===== config.mk =====
export PLATFORM = sky130hd
export DESIGN_NAME = host_cmd_bridge_flat
export DESIGN_NICKNAME = d
export VERILOG_FILES = /design/src/rtl/host_cmd_bridge_pkg.sv /design/src/rtl/host_cmd_bridge_if.sv /design/src/rtl/host_cmd_bridge_sync_fifo.sv /design/src/rtl/host_cmd_bridge.sv /design/src/flat_wrapper.sv
export SDC_FILE = /design/constraint.sdc
export NUM_CORES = 1
export LEC_CHECK = 0
export ABC_AREA = 1
export CAP_MARGIN = 20
export CORE_MARGIN = 5
export CORE_UTILIZATION = 46
export CTS_CLUSTER_SIZE = 10
export DETAILED_ROUTE_END_ITERATION = 10
export PLACE_DENSITY = 0.82
export SYNTH_ARGS = -nofsm -noshare
export SYNTH_HDL_FRONTEND = slang
export SYNTH_SLANG_ARGS = --single-unit

===== constraint.sdc =====
create_clock -name clk -period 4.2 [get_ports clk]
set_input_delay 0.84 -clock clk [delete_from_list [all_inputs] [get_ports clk]]
set_output_delay 0.84 -clock clk [all_outputs]
set_load 0.01 [all_outputs]

===== src/rtl/host_cmd_bridge_pkg.sv =====
// Shared opcodes and FSM state encoding for the host command bridge.
package host_cmd_bridge_pkg;
    localparam logic OP_WRITE = 1'b0;
    localparam logic OP_READ  = 1'b1;

    typedef enum logic [1:0] {
        IDLE     = 2'd0,
        WR_DRAIN = 2'd1,
        WR_ISSUE = 2'd2,
        RD_ISSUE = 2'd3
    } state_e;
endpackage


===== src/rtl/host_cmd_bridge_if.sv =====
// Command, accelerator and response signals of the bridge; slave is the bridge view.
interface host_cmd_bridge_if #(
    parameter int ADDR_W = 32,
    parameter int DATA_W = 32
) ();
    logic              cmd_valid, cmd_ready, cmd_op;
    logic [ADDR_W-1:0] cmd_addr;
    logic [DATA_W-1:0] cmd_data;
    logic              acc_write_en, acc_write_rdy;
    logic [ADDR_W-1:0] acc_write_addr;
    logic [DATA_W-1:0] acc_write_data;
    logic              acc_read_en, acc_read_rdy;
    logic [ADDR_W-1:0] acc_read_addr;
    logic              acc_read_data_vld, acc_read_data_rdy;
    logic [DATA_W-1:0] acc_read_data;
    logic              rsp_valid, rsp_ready;
    logic [DATA_W-1:0] rsp_data;
    logic              busy, err_unexp;

    modport slave (
        input  cmd_valid, cmd_op, cmd_addr, cmd_data, acc_write_rdy, acc_read_rdy,
               acc_read_data_vld, acc_read_data, rsp_ready,
        output cmd_ready, acc_write_en, acc_write_addr, acc_write_data, acc_read_en,
               acc_read_addr, acc_read_data_rdy, rsp_valid, rsp_data, busy, err_unexp
    );

    modport master (
        output cmd_valid, cmd_op, cmd_addr, cmd_data, acc_write_rdy, acc_read_rdy,
               acc_read_data_vld, acc_read_data, rsp_ready,
        input  cmd_ready, acc_write_en, acc_write_addr, acc_write_data, acc_read_en,
               acc_read_addr, acc_read_data_rdy, rsp_valid, rsp_data, busy, err_unexp
    );
endinterface


===== src/rtl/host_cmd_bridge_sync_fifo.sv =====
// Registered-storage synchronous FIFO; simultaneous push and pop is allowed when full.
module sync_fifo #(
    parameter int WIDTH = 32,
    parameter int DEPTH = 4,
    localparam int PW   = $clog2(DEPTH),
    localparam int CW   = PW + 1
) (
    input  logic             clk,
    input  logic             rst_n,
    input  logic             push_i,
    input  logic [WIDTH-1:0] wdata_i,
    input  logic             pop_i,
    output logic [WIDTH-1:0] rdata_o,
    output logic             full_o,
    output logic             empty_o,
    output logic [CW-1:0]    count_o
);
    logic [WIDTH-1:0] mem_q [DEPTH];
    logic [PW-1:0]    wr_ptr_q, rd_ptr_q;
    logic [CW-1:0]    count_q;
    logic             do_push, do_pop;

    assign full_o  = (count_q == CW'(DEPTH));
    assign empty_o = (count_q == '0);
    assign count_o = count_q;
    assign rdata_o = mem_q[rd_ptr_q];
    assign do_pop  = pop_i && !empty_o;
    assign do_push = push_i && (!full_o || do_pop);

    always_ff @(posedge clk or negedge rst_n) begin
        if (!rst_n) begin
            for (int i = 0; i < DEPTH; i++) mem_q[i] <= '0;
            wr_ptr_q <= '0;
            rd_ptr_q <= '0;
            count_q  <= '0;
        end else begin
            if (do_push) begin
                mem_q[wr_ptr_q] <= wdata_i;
                wr_ptr_q        <= wr_ptr_q + PW'(1);
            end
            if (do_pop) rd_ptr_q <= rd_ptr_q + PW'(1);
            count_q <= count_q + CW'(do_push) - CW'(do_pop);
        end
    end
endmodule


===== src/rtl/host_cmd_bridge.sv =====
// Host command front end: splits a write/read command stream onto the accelerator
// handshakes, limits reads in flight to free response-buffer space, returns read data in order.
module host_cmd_bridge
    import host_cmd_bridge_pkg::*;
#(
    parameter int ADDR_W    = 32,
    parameter int DATA_W    = 32,
    parameter int RSP_DEPTH = 4
) (
    input logic               clk,
    input logic               rst_n,
    host_cmd_bridge_if.slave  bus
);
    localparam int CNT_W = $clog2(RSP_DEPTH) + 1;

    state_e            state_q, state_d;
    logic [ADDR_W-1:0] addr_q;
    logic [DATA_W-1:0] data_q;
    logic [CNT_W-1:0]  inflight_q, inflight_d, fifo_cnt, credit;
    logic              rdy_q, err_q;
    logic              load, rd_xfer, data_xfer, push, pop, fifo_full, fifo_empty;

    // Each in-flight read owns a FIFO slot, so credit never goes negative.
    assign credit    = CNT_W'(RSP_DEPTH) - inflight_q - fifo_cnt;
    assign data_xfer = bus.acc_read_data_vld && rdy_q;
    assign push      = data_xfer && (inflight_q != '0) && (!fifo_full || pop);
    assign pop       = !fifo_empty && bus.rsp_ready;
    assign rd_xfer   = bus.acc_read_en && bus.acc_read_rdy;

    assign bus.acc_write_en      = (state_q == WR_ISSUE);
    assign bus.acc_read_en       = (state_q == RD_ISSUE) && (credit != '0);
    assign bus.cmd_ready         = (state_q == IDLE) ||
                                   (bus.acc_write_en && bus.acc_write_rdy) || rd_xfer;
    assign bus.acc_write_addr    = addr_q;
    assign bus.acc_write_data    = data_q;
    assign bus.acc_read_addr     = addr_q;
    assign bus.acc_read_data_rdy = rdy_q;
    assign bus.rsp_valid         = !fifo_empty;
    assign bus.busy              = (state_q != IDLE) || (inflight_q != '0) || !fifo_empty;
    assign bus.err_unexp         = err_q;
    assign load                  = bus.cmd_valid && bus.cmd_ready;

    always_comb begin
        inflight_d = inflight_q;
        if (rd_xfer && !push)      inflight_d = inflight_q + CNT_W'(1);
        else if (!rd_xfer && push) inflight_d = inflight_q - CNT_W'(1);
    end

    // Write decisions use the post-update count so a read issued this cycle is drained first.
    always_comb begin
        state_d = state_q;
        case (state_q)
            WR_DRAIN: if (inflight_d == '0) state_d = WR_ISSUE;
            WR_ISSUE: if (bus.acc_write_rdy) state_d = IDLE;
            RD_ISSUE: if (rd_xfer) state_d = IDLE;
            default:  ;
        endcase
        if (load) begin
            if (bus.cmd_op == OP_READ)  state_d = RD_ISSUE;
            else if (inflight_d != '0)  state_d = WR_DRAIN;
            else                        state_d = WR_ISSUE;
        end
    end

    always_ff @(posedge clk or negedge rst_n) begin
        if (!rst_n) begin
            state_q    <= IDLE;
            addr_q     <= '0;
            data_q     <= '0;
            inflight_q <= '0;
            rdy_q      <= 1'b0;
            err_q      <= 1'b0;
        end else begin
            state_q    <= state_d;
            inflight_q <= inflight_d;
            rdy_q      <= 1'b1;
            if (load) begin
                addr_q <= bus.cmd_addr;
                data_q <= bus.cmd_data;
            end
            if (data_xfer && inflight_q == '0) err_q <= 1'b1;
        end
    end

    sync_fifo #(.WIDTH(DATA_W), .DEPTH(RSP_DEPTH)) u_rsp_fifo (
        .clk     (clk),
        .rst_n   (rst_n),
        .push_i  (push),
        .wdata_i (bus.acc_read_data),
        .pop_i   (pop),
        .rdata_o (bus.rsp_data),
        .full_o  (fifo_full),
        .empty_o (fifo_empty),
        .count_o (fifo_cnt)
    );
endmodule


===== src/flat_wrapper.sv =====
// flat-port wrapper written by rule: the top's interface ports become plain ports
module host_cmd_bridge_flat import host_cmd_bridge_pkg::*;
#(
    parameter int ADDR_W    = 32,
    parameter int DATA_W    = 32,
    parameter int RSP_DEPTH = 4
)
  (clk, rst_n, bus_cmd_valid, bus_cmd_op, bus_cmd_addr, bus_cmd_data, bus_acc_write_rdy, bus_acc_read_rdy, bus_acc_read_data_vld, bus_acc_read_data, bus_rsp_ready, bus_cmd_ready, bus_acc_write_en, bus_acc_write_addr, bus_acc_write_data, bus_acc_read_en, bus_acc_read_addr, bus_acc_read_data_rdy, bus_rsp_valid, bus_rsp_data, bus_busy, bus_err_unexp);
  host_cmd_bridge_if #(.ADDR_W(ADDR_W), .DATA_W(DATA_W)) bus_i ();
  input logic clk;
  input logic rst_n;
  input wire logic [$bits(bus_i.cmd_valid)-1:0] bus_cmd_valid;
  input wire logic [$bits(bus_i.cmd_op)-1:0] bus_cmd_op;
  input wire logic [$bits(bus_i.cmd_addr)-1:0] bus_cmd_addr;
  input wire logic [$bits(bus_i.cmd_data)-1:0] bus_cmd_data;
  input wire logic [$bits(bus_i.acc_write_rdy)-1:0] bus_acc_write_rdy;
  input wire logic [$bits(bus_i.acc_read_rdy)-1:0] bus_acc_read_rdy;
  input wire logic [$bits(bus_i.acc_read_data_vld)-1:0] bus_acc_read_data_vld;
  input wire logic [$bits(bus_i.acc_read_data)-1:0] bus_acc_read_data;
  input wire logic [$bits(bus_i.rsp_ready)-1:0] bus_rsp_ready;
  output wire logic [$bits(bus_i.cmd_ready)-1:0] bus_cmd_ready;
  output wire logic [$bits(bus_i.acc_write_en)-1:0] bus_acc_write_en;
  output wire logic [$bits(bus_i.acc_write_addr)-1:0] bus_acc_write_addr;
  output wire logic [$bits(bus_i.acc_write_data)-1:0] bus_acc_write_data;
  output wire logic [$bits(bus_i.acc_read_en)-1:0] bus_acc_read_en;
  output wire logic [$bits(bus_i.acc_read_addr)-1:0] bus_acc_read_addr;
  output wire logic [$bits(bus_i.acc_read_data_rdy)-1:0] bus_acc_read_data_rdy;
  output wire logic [$bits(bus_i.rsp_valid)-1:0] bus_rsp_valid;
  output wire logic [$bits(bus_i.rsp_data)-1:0] bus_rsp_data;
  output wire logic [$bits(bus_i.busy)-1:0] bus_busy;
  output wire logic [$bits(bus_i.err_unexp)-1:0] bus_err_unexp;
  assign bus_i.cmd_valid = bus_cmd_valid;
  assign bus_i.cmd_op = bus_cmd_op;
  assign bus_i.cmd_addr = bus_cmd_addr;
  assign bus_i.cmd_data = bus_cmd_data;
  assign bus_i.acc_write_rdy = bus_acc_write_rdy;
  assign bus_i.acc_read_rdy = bus_acc_read_rdy;
  assign bus_i.acc_read_data_vld = bus_acc_read_data_vld;
  assign bus_i.acc_read_data = bus_acc_read_data;
  assign bus_i.rsp_ready = bus_rsp_ready;
  assign bus_cmd_ready = bus_i.cmd_ready;
  assign bus_acc_write_en = bus_i.acc_write_en;
  assign bus_acc_write_addr = bus_i.acc_write_addr;
  assign bus_acc_write_data = bus_i.acc_write_data;
  assign bus_acc_read_en = bus_i.acc_read_en;
  assign bus_acc_read_addr = bus_i.acc_read_addr;
  assign bus_acc_read_data_rdy = bus_i.acc_read_data_rdy;
  assign bus_rsp_valid = bus_i.rsp_valid;
  assign bus_rsp_data = bus_i.rsp_data;
  assign bus_busy = bus_i.busy;
  assign bus_err_unexp = bus_i.err_unexp;
  host_cmd_bridge #(.ADDR_W(ADDR_W), .DATA_W(DATA_W), .RSP_DEPTH(RSP_DEPTH)) u_core (.clk(clk), .rst_n(rst_n), .bus(bus_i));
endmodule

==> results.env, run 1 <==
OUTCOME='completed'
ROUTEDWLPERCELL_UM=17.2
PWR-SHARE-COMB=0.472
YOSYSUNIQUECELLTYPES=31
DESIGN.DIE.AREA_SQ_UM=23100
WORSTSETUPPATHTYPE='flip-flop to output port'
SYNTH_ASYNC_SR_FLOP_SHARE=1.00
POWER_mW=10.1
YOSYS_WARNINGS=0
CRITICAL_PATH.MAX_STAGE_DELAY_NS=0.60
MIN_PATH_TYPE='input pin to async pin'
CLOCK_LATENCY_NS=0.50
POSTROUTEWIRELENGTH_MM=23.6
VIAS=6990
GLOBAL_ROUTE_CONGESTION_OVERFLOW_TOTAL=0
POST-ROUTE-MIN-PERIOD_NS=3.57
TIMING.CLOCK.SKEW_NS=0.0144
PLACE.DETAILED.HPWL_MM=16.1
SYNTH_NETS=1008
SYN_AREA_SQ_UM=9280
VIAS_PER_CELL=5.12
POWER_DENSITY_nW_PER_UM2=819
CLOCK_POWER_SHARE=0.177
CP_DATA_REQUIRED_TIME_NS=3.36
CTS.REPAIR.RESIZED=0
POSTCTSSETUPREPAIRBUFS=0
CTS_HOLD_REPAIR.BUFFERS=0
DIE_Y_UM=152
LAYOUT_WORST_PATH_CYCLE_SHARE=0.849
CTS_TREE='built'
WORST_PIN_SLEW_NS=0.896
CORE-AREA_SQ_UM=20000
POST_SYNTH_INST_COUNT=891
LAYOUT.CELLS.MOST_COMMON='sky130_fd_sc_hd__clkdlybuf4s50_1'
DRT_PRE_ANTENNA_ITERS=5
DRT-INITIAL-DRC-COUNT=284
PLACE_CONGESTION=0.819
MAX-VDD-IR-DROP_V=0.000539
CTS_HTREE_LEVELS=1
PLACEMENT.IO_BUFFERS=238
GRT_PASS1_WL_MM=38.3
SLEW-LIMIT-HEADROOM=0.403
SEQUENTIALPOWERSHARE=0.352
CTS-BUFFERS-INSERTED=24
SW_FRAC_OF_TOTAL=0.355
RSZ0062_AT_GRT='false'
SETUP_VIOL_COUNT_FINAL=0
CLOCK-ROOT-BUFFER='sky130_fd_sc_hd__clkbuf_16'
INITIAL_UTILIZATION=0.463
MAX_FREQ_GHz=0.280
CELLLEAKAGEPOWER_nW=5.56
WORST_SETUP_HOLD_PATH_CLK_SLEW_NS=0.05
GRT_PASS1_VIAS=7491
TIMING.FINAL.HOLD_VIOLATIONS=0
GRT_UTIL_ALL_LAYERS=0.198
POSTSYNTH.TOPFLOPCELL='sky130_fd_sc_hd__dfrtp_1'
YS_SEQ_AREA_FRAC=0.556
PLACEMENTROWS=52
CRIT_CHAIN='inv_2 > buf_4 > o21ai_0 > o22ai_1 > clkdlybuf4s50_1'
MAX_CAP_VIOLATIONS=0
FLOORPLAN.DIE.WIDTH_UM=152
POST_SYNTH_EDFFS=0
NETS=1207
FINAL_CELL_MIX='sky130_fd_sc_hd__clkdlybuf4s50_1 (237), sky130_fd_sc_hd__nand2_1 (227), sky130_fd_sc_hd__dfrtp_1 (205)'
CP-END-KIND='output port'
CRITICAL_PATH_PEAK_FANOUT=50
CLOCK_SINKS=206
WORSTPATHBUFFERINVERTERCOUNT=3
TIMING.CRITICAL_PATH.SLOWEST_STAGE_CELL='sky130_fd_sc_hd__inv_2'
FINAL_MAX_SLEW_VIOL_COUNT=0
INTPOWER_mW=6.51
PIN_COUNT_OF_THE_BIGGEST_NET_ENTERING_GLOBAL_ROUTING=90
IO-PIN-COUNT=239
ROUTE.ANTENNA.REMAINING_NETS=0
SYNTH_REGISTER_BITS=206
TIMING.CRITICAL_PATH.FROM_TYPE='flip-flop'
GRT_ANTENNA_BEFORE_REPAIR=3
LAYOUT-DRIVE-GT1-SHARE=0.165
CPLARGESTDELAYFAMILY='buffers and inverters'
CLK_PATH_BUF_DEPTH=3
AREA_GROWTH_SYN_TO_LAYOUT_PCT=32.8
DRCVIOLATIONCOUNT=0
POWER_SWITCHING_mW=3.58
WORST-ENDPOINT-ARRIVAL_NS=2.73
AVGSYNTHCELLAREA_SQ_UM=10.4
FIN_TNS_SETUP_NS=0
[synth_stat cells, types with 5 or more instances]
library cell	count	area, sq um
sky130_fd_sc_hd__dfrtp_1	206	5150
sky130_fd_sc_hd__inv_1	27	101
sky130_fd_sc_hd__buf_4	39	293
sky130_fd_sc_hd__clkbuf_1	21	78.8
sky130_fd_sc_hd__mux2_2	116	1310
sky130_fd_sc_hd__nand2_2	5	31.3
sky130_fd_sc_hd__nor2_1	74	278
sky130_fd_sc_hd__mux2_1	12	135
sky130_fd_sc_hd__o22ai_1	32	200
sky130_fd_sc_hd__nor2_2	5	31.3
sky130_fd_sc_hd__nand2_1	227	852
sky130_fd_sc_hd__o21ai_0	68	340
sky130_fd_sc_hd__buf_2	18	90.1
sky130_fd_sc_hd__ha_1	12	150
[power groups by stage]
stage	clock network, mW	logic [mW]	registers [mW]
after floorplan	0	2.64	3.56
final	1.78	4.76	3.55
after global placement	0	4.67	3.53
after detailed placement	0	4.79	3.55
after CTS	1.82	4.82	3.55
after global routing	1.90	5.22	3.68
[final timing paths]
path	end	slack (ns)	cells after the start	from
max	bus_rsp_data[3]	0.63	5	u_core.u_rsp_fifo.rd_ptr_q[0]$_DFFE_PN0P_
min	u_core.u_rsp_fifo.mem_q[59]$_DFFE_PN0P_	0.39	1	rst_n
max reg2reg	u_core.bus.acc_write_data[1]$_DFFE_PN0P_	1.46	15	u_core.u_rsp_fifo.count_o[1]$_DFF_PN0_
min reg2reg	u_core.bus.err_unexp$_DFFE_PN0P_	0.47	1	u_core.bus.err_unexp$_DFFE_PN0P_
max in group asynchronous	u_core.bus.acc_read_addr[8]$_DFFE_PN0P_	2.89	2	rst_n
min in group clk	u_core.bus.err_unexp$_DFFE_PN0P_	0.47	1	u_core.bus.err_unexp$_DFFE_PN0P_
[sequential cells by signal, indices dropped and copies added (netlist names)]
| signal | count |
|---|---|
| u_core.bus.err_unexp | 1 |
| u_core.bus.acc_read_addr | 32 |
| u_core.u_rsp_fifo.wr_ptr_q | 2 |
| u_core.bus.acc_write_data | 32 |
| u_core.inflight_q | 3 |
| u_core.u_rsp_fifo.rd_ptr_q | 2 |
| u_core.state_q | 2 |
| u_core.bus.acc_read_data_rdy | 1 |
| u_core.u_rsp_fifo.count_o | 3 |
| u_core.u_rsp_fifo.mem_q | 128 |
[through the flow]
step	setup slack [ns]	area, sq um	std cells	hold WS, ns	util
final	0.635	12300	1366	0.393	0.615
after global routing	0.505	12300	1366	0.463	0.615
after CTS	0.637	12300	1363	0.424	0.614
after detailed placement	1.17	11700	1334	0.459	0.582
after global placement	1.21	11700	1334	0.452	0.582
after floorplan	1.79	9280	891	0.452	-
[cell families after synthesis]
logic type                 synth area share
and+or+nand+nor                       0.141
DFF                                   0.556
muxes                                 0.155
buffers and inverters                0.0623
AOI/OAI and AO/OA                    0.0618
adders and majority gates            0.0183
xor gates and xnor gates            0.00472
other                              0.000404
[layout make-up]
class | instances | area (sq um)
antenna | 3 | 7.51
sequential | 206 | 5160
inverter | 31 | 116
clock buffer | 29 | 641
timing repair buffer | 251 | 2500
multi-input combinational | 576 | 3560
tap | 270 | 338
fill | 1620 | 7720
[layer usage]
| layer | vias up | wire (um) | track usage |
|---|---|---|---|
| met5 | - | 0 | 0 |
| met4 | 0 | 290 | 0.0458 |
| met3 | 25 | 2070 | 0.0668 |
| met2 | 251 | 11900 | 0.342 |
| met1 | 3442 | 9330 | 0.242 |
| li1 | 3272 | - | - |
(Power assumes the default switching activity.)
==> run 2, diff against run 1 <==
- CORE_UTILIZATION: 46 -> 44
- clock period: 4.2 -> 2.9 ns (I/O delays scaled with it)
==> run 2 against run 1 <==
  * Register-to-register slack worse by 1.2 ns
  * Flip-flop and latch count did not move
  * Combinational power is 47% higher
  * Routed wire length increased by 4.4%
  * Clock power up 46%
  * Via count increased by 0.20%
  * Clock skew down 0.0029 ns
==> results.env, run 2 (synthesis results as in run 1) <==
IO-PIN-COUNT=239  # unchanged
POST-ROUTE-MIN-PERIOD_NS=2.78
FIN_TNS_SETUP_NS=0  # unchanged
REG2REG_DEPTH=15  # unchanged
PIN_COUNT_OF_THE_BIGGEST_NET_ENTERING_GLOBAL_ROUTING=68  # -24%
WORSTSETUPPATHTYPE='flip-flop to output port'
CRIT_CHAIN='inv_2 > buf_6 > o21ai_0 > o22ai_1 > clkdlybuf4s50_1'
TIMING.CRITICAL_PATH.FROM_TYPE='flip-flop'
GLOBAL_ROUTE_CONGESTION_OVERFLOW_TOTAL=0  # unchanged
FINAL_UTIL=0.596  # -0.0182
CTS_HTREE_LEVELS=1  # unchanged
MAX_CAP_VIOLATIONS=0  # unchanged
ROUTEDWLPERCELL_UM=17.8  # +3.2%
RR_STARTPOINT='u_core.inflight_q[1]$_DFF_PN0_'
FILLCELLCOUNT=1724  # +6.4%
HIGHEST_ROUTED_METAL_LAYER='met5'
CLOCK_SINKS=206  # unchanged
MAX_FREQ_GHz=0.360
MAX-VDD-IR-DROP_V=0.000668  # +24%
TIMING.CRITICAL_PATH.SLOWEST_STAGE_CELL='sky130_fd_sc_hd__clkdlybuf4s50_1'
MIN_PATH_TYPE='input pin to async pin'
WORST_PIN_SLEW_NS=0.669  # -0.227 ns
VIAS_PER_CELL=5.07  # -0.96%
POSTLAYOUTCELLAREA_SQ_UM=12500  # +1.1%
AREA_GROWTH_SYN_TO_LAYOUT_PCT=34.3
CP_DATA_REQUIRED_TIME_NS=2.32  # -1.04 ns
TIMING.CLOCK.SKEW_NS=0.0114  # -0.00293 ns
DRCVIOLATIONCOUNT=0  # unchanged
DPL.CELL_COUNT=1348  # +1.0%
FIN_WORST_HOLD_SLACK_NS=0.0865  # -0.306 ns
VIAS=7004  # +0.20%
NETS=1217  # +0.83%
OUTCOME='completed'
SETUP.WORST_PATH.START='u_core.u_rsp_fifo.rd_ptr_q[0]$_DFFE_PN0P_'
CLK_PATH_BUF_DEPTH=3  # unchanged
LAYOUT.AREA.SEQ_SQ_UM=5160  # unchanged
LAYOUT.CELLS.MOST_COMMON='sky130_fd_sc_hd__clkdlybuf4s50_1'
CRITICAL_PATH.ENDPOINT='bus_rsp_data[31]'
CRITICAL_PATH.MAX_STAGE_DELAY_NS=0.59  # about the same
CLOCK_LATENCY_NS=0.50  # about the same
WORST-ENDPOINT-ARRIVAL_NS=2.20  # -0.53 ns
STDCELL_COUNT=1382  # +1.2%
TIMING.FINAL.HOLD_VIOLATIONS=0  # unchanged
MET2_WIRELENGTH_MM=12.1  # +2.1%
GRT_UTIL_ALL_LAYERS=0.203  # +0.00423
CORE-AREA_SQ_UM=20900  # +4.2%
PLACE_CONGESTION=0.776  # -5.3%
CRITICAL_PATH_PEAK_FANOUT=32  # -36%
FLOORPLAN.DIE.WIDTH_UM=155  # +2.1%
GRT_PASS1_VIAS=7585  # +1.3%
MET3_WIRELENGTH_MM=1.82  # -12%
PRECTSSETUPSLACK_NS=0.239  # -0.933 ns
PLACEMENTROWS=53  # +1.9%
CRIT_CELLS=5  # unchanged
POSTROUTEWIRELENGTH_MM=24.6  # +4.4%
FINALWORSTSETUPSLACK_NS=0.120  # -0.515 ns
FINAL_MAX_SLEW_VIOL_COUNT=0  # unchanged
WORSTPATHBUFFERINVERTERCOUNT=3  # unchanged
FINAL_CELL_MIX='sky130_fd_sc_hd__clkdlybuf4s50_1 (235), sky130_fd_sc_hd__nand2_1 (227), sky130_fd_sc_hd__dfrtp_1 (205)'
CPLARGESTDELAYFAMILY='buffers and inverters'
REGTOREGENDPOINT='u_core.bus.acc_write_data[13]$_DFFE_PN0P_'
CTS_TREE='built'
CELLLEAKAGEPOWER_nW=5.63  # +1.2%
CP-END-KIND='output port'
GRT_ANTENNA_BEFORE_REPAIR=5  # +2
DRT_PRE_ANTENNA_ITERS=5  # unchanged
LAYOUT_WORST_PATH_CYCLE_SHARE=0.959
DIE_Y_UM=155  # +2.1%
CLOCK-ROOT-BUFFER='sky130_fd_sc_hd__clkbuf_16'
ROUTE.ANTENNA.REMAINING_NETS=0  # unchanged
DRT-INITIAL-DRC-COUNT=260  # -8.5%
SETUP_VIOL_COUNT_FINAL=0  # unchanged
POWER_DENSITY_nW_PER_UM2=1180  # +45%
INITIAL_UTILIZATION=0.444  # -0.0188
WORST_SETUP_HOLD_PATH_CLK_SLEW_NS=0.06  # about the same
REGMOSTFLOPS='u_core.u_rsp_fifo.mem_q'
GRT_PASS1_WL_MM=39.5  # +3.2%
POWER_mW=14.8  # +46%
WIRELENGTH_MET1_MM=9.93  # +6.5%
FF2FF_SETUP_SLACK_NS=0.31  # -1.15 ns
LAYOUT-DRIVE-GT1-SHARE=0.174  # +0.00939
PLACE.DETAILED.HPWL_MM=16.9  # +5.3%
POST_DP_CELL_AREA_SQ_UM=11800  # +1.1%
LARGEST_REGISTER_FF_COUNT=128  # unchanged
CTS-BUFFERS-INSERTED=24  # unchanged
CTS_HOLD_REPAIR.BUFFERS=0  # unchanged
PLACEMENT.IO_BUFFERS=238  # unchanged
DESIGN.DIE.AREA_SQ_UM=24100  # +4.2%
MULTI_INPUT_AREA_SQ_UM=3570  # about the same
SLEW-LIMIT-HEADROOM=0.554  # +0.151
[run 2: changes by cell type in the layout (fill, tap and decap cells not counted), sizes merged]
cell	delta
buf	+10
clkdlybuf4s50	-2
clkbuf	+1
diode	+1
dlygate4sd2	+1
[run 2: how the worst min path moves through the flow]
stage,from,end,cells after the start
finish,rst_n,u_core.u_rsp_fifo.mem_q[93]$_DFFE_PN0P_,1
global placement,u_core.bus.err_unexp$_DFFE_PN0P_,u_core.bus.err_unexp$_DFFE_PN0P_,1
detailed placement,u_core.bus.acc_write_data[15]$_DFFE_PN0P_,u_core.bus.acc_write_data[15]$_DFFE_PN0P_,2
floorplan,rst_n,u_core.bus.acc_read_addr[0]$_DFFE_PN0P_,0
CTS,rst_n,u_core.u_rsp_fifo.mem_q[90]$_DFFE_PN0P_,1
global route,rst_n,u_core.u_rsp_fifo.mem_q[93]$_DFFE_PN0P_,1
[run 2: worst register-to-register path, delay by kind of cell (launching register included)]
kind | cells | cell delay [ns]
and+or+nand+nor | 9 | 0.71
adders and majority gates | 2 | 0.51
DFF | 1 | 0.41
buffers and inverters | 4 | 0.91
[run 2: area by class of cell]
cell class / instances / area share
sequential: 206 / 0.414
multi-input combinational: 576 / 0.286
timing repair buffer: 261 / 0.211
clock buffer: 29 / 0.0514
tap: 275 / 0.0276
inverter: 31 / 0.00934
antenna: 4 / 0.000803
[run 2: where the power goes]
part	switching (mW)	internal, mW
Sequential	0.864	4.30
Clock	1.07	1.52
Combinational	3.33	3.68
Total	5.26	9.50
[run 2: layer usage]
layer / global-route usage / vias up
met5: 0 / -
met1: 0.248 / 3426
met4: 0.0609 / 2
met2: 0.347 / 234
met3: 0.0615 / 42
li1: - / 3300
[run 2: repair_timing]
| action | 4_1_cts | 5_1_grt |
|---|---|---|
| endpoints found under the hold margin | 0 | 0 |
| gates cloned | 0 | 0 |
| setup buffers | 1 | 0 |
| resized for setup | 3 | 5 |
| setup endpoints to repair | 2 | 5 |
==> run 3, diff against run 2 <==
- HOLD_SLACK_MARGIN: unset -> 0.03
==> results of run 3 <==
Final layout, timing and power as in run 2 (identical DEF).
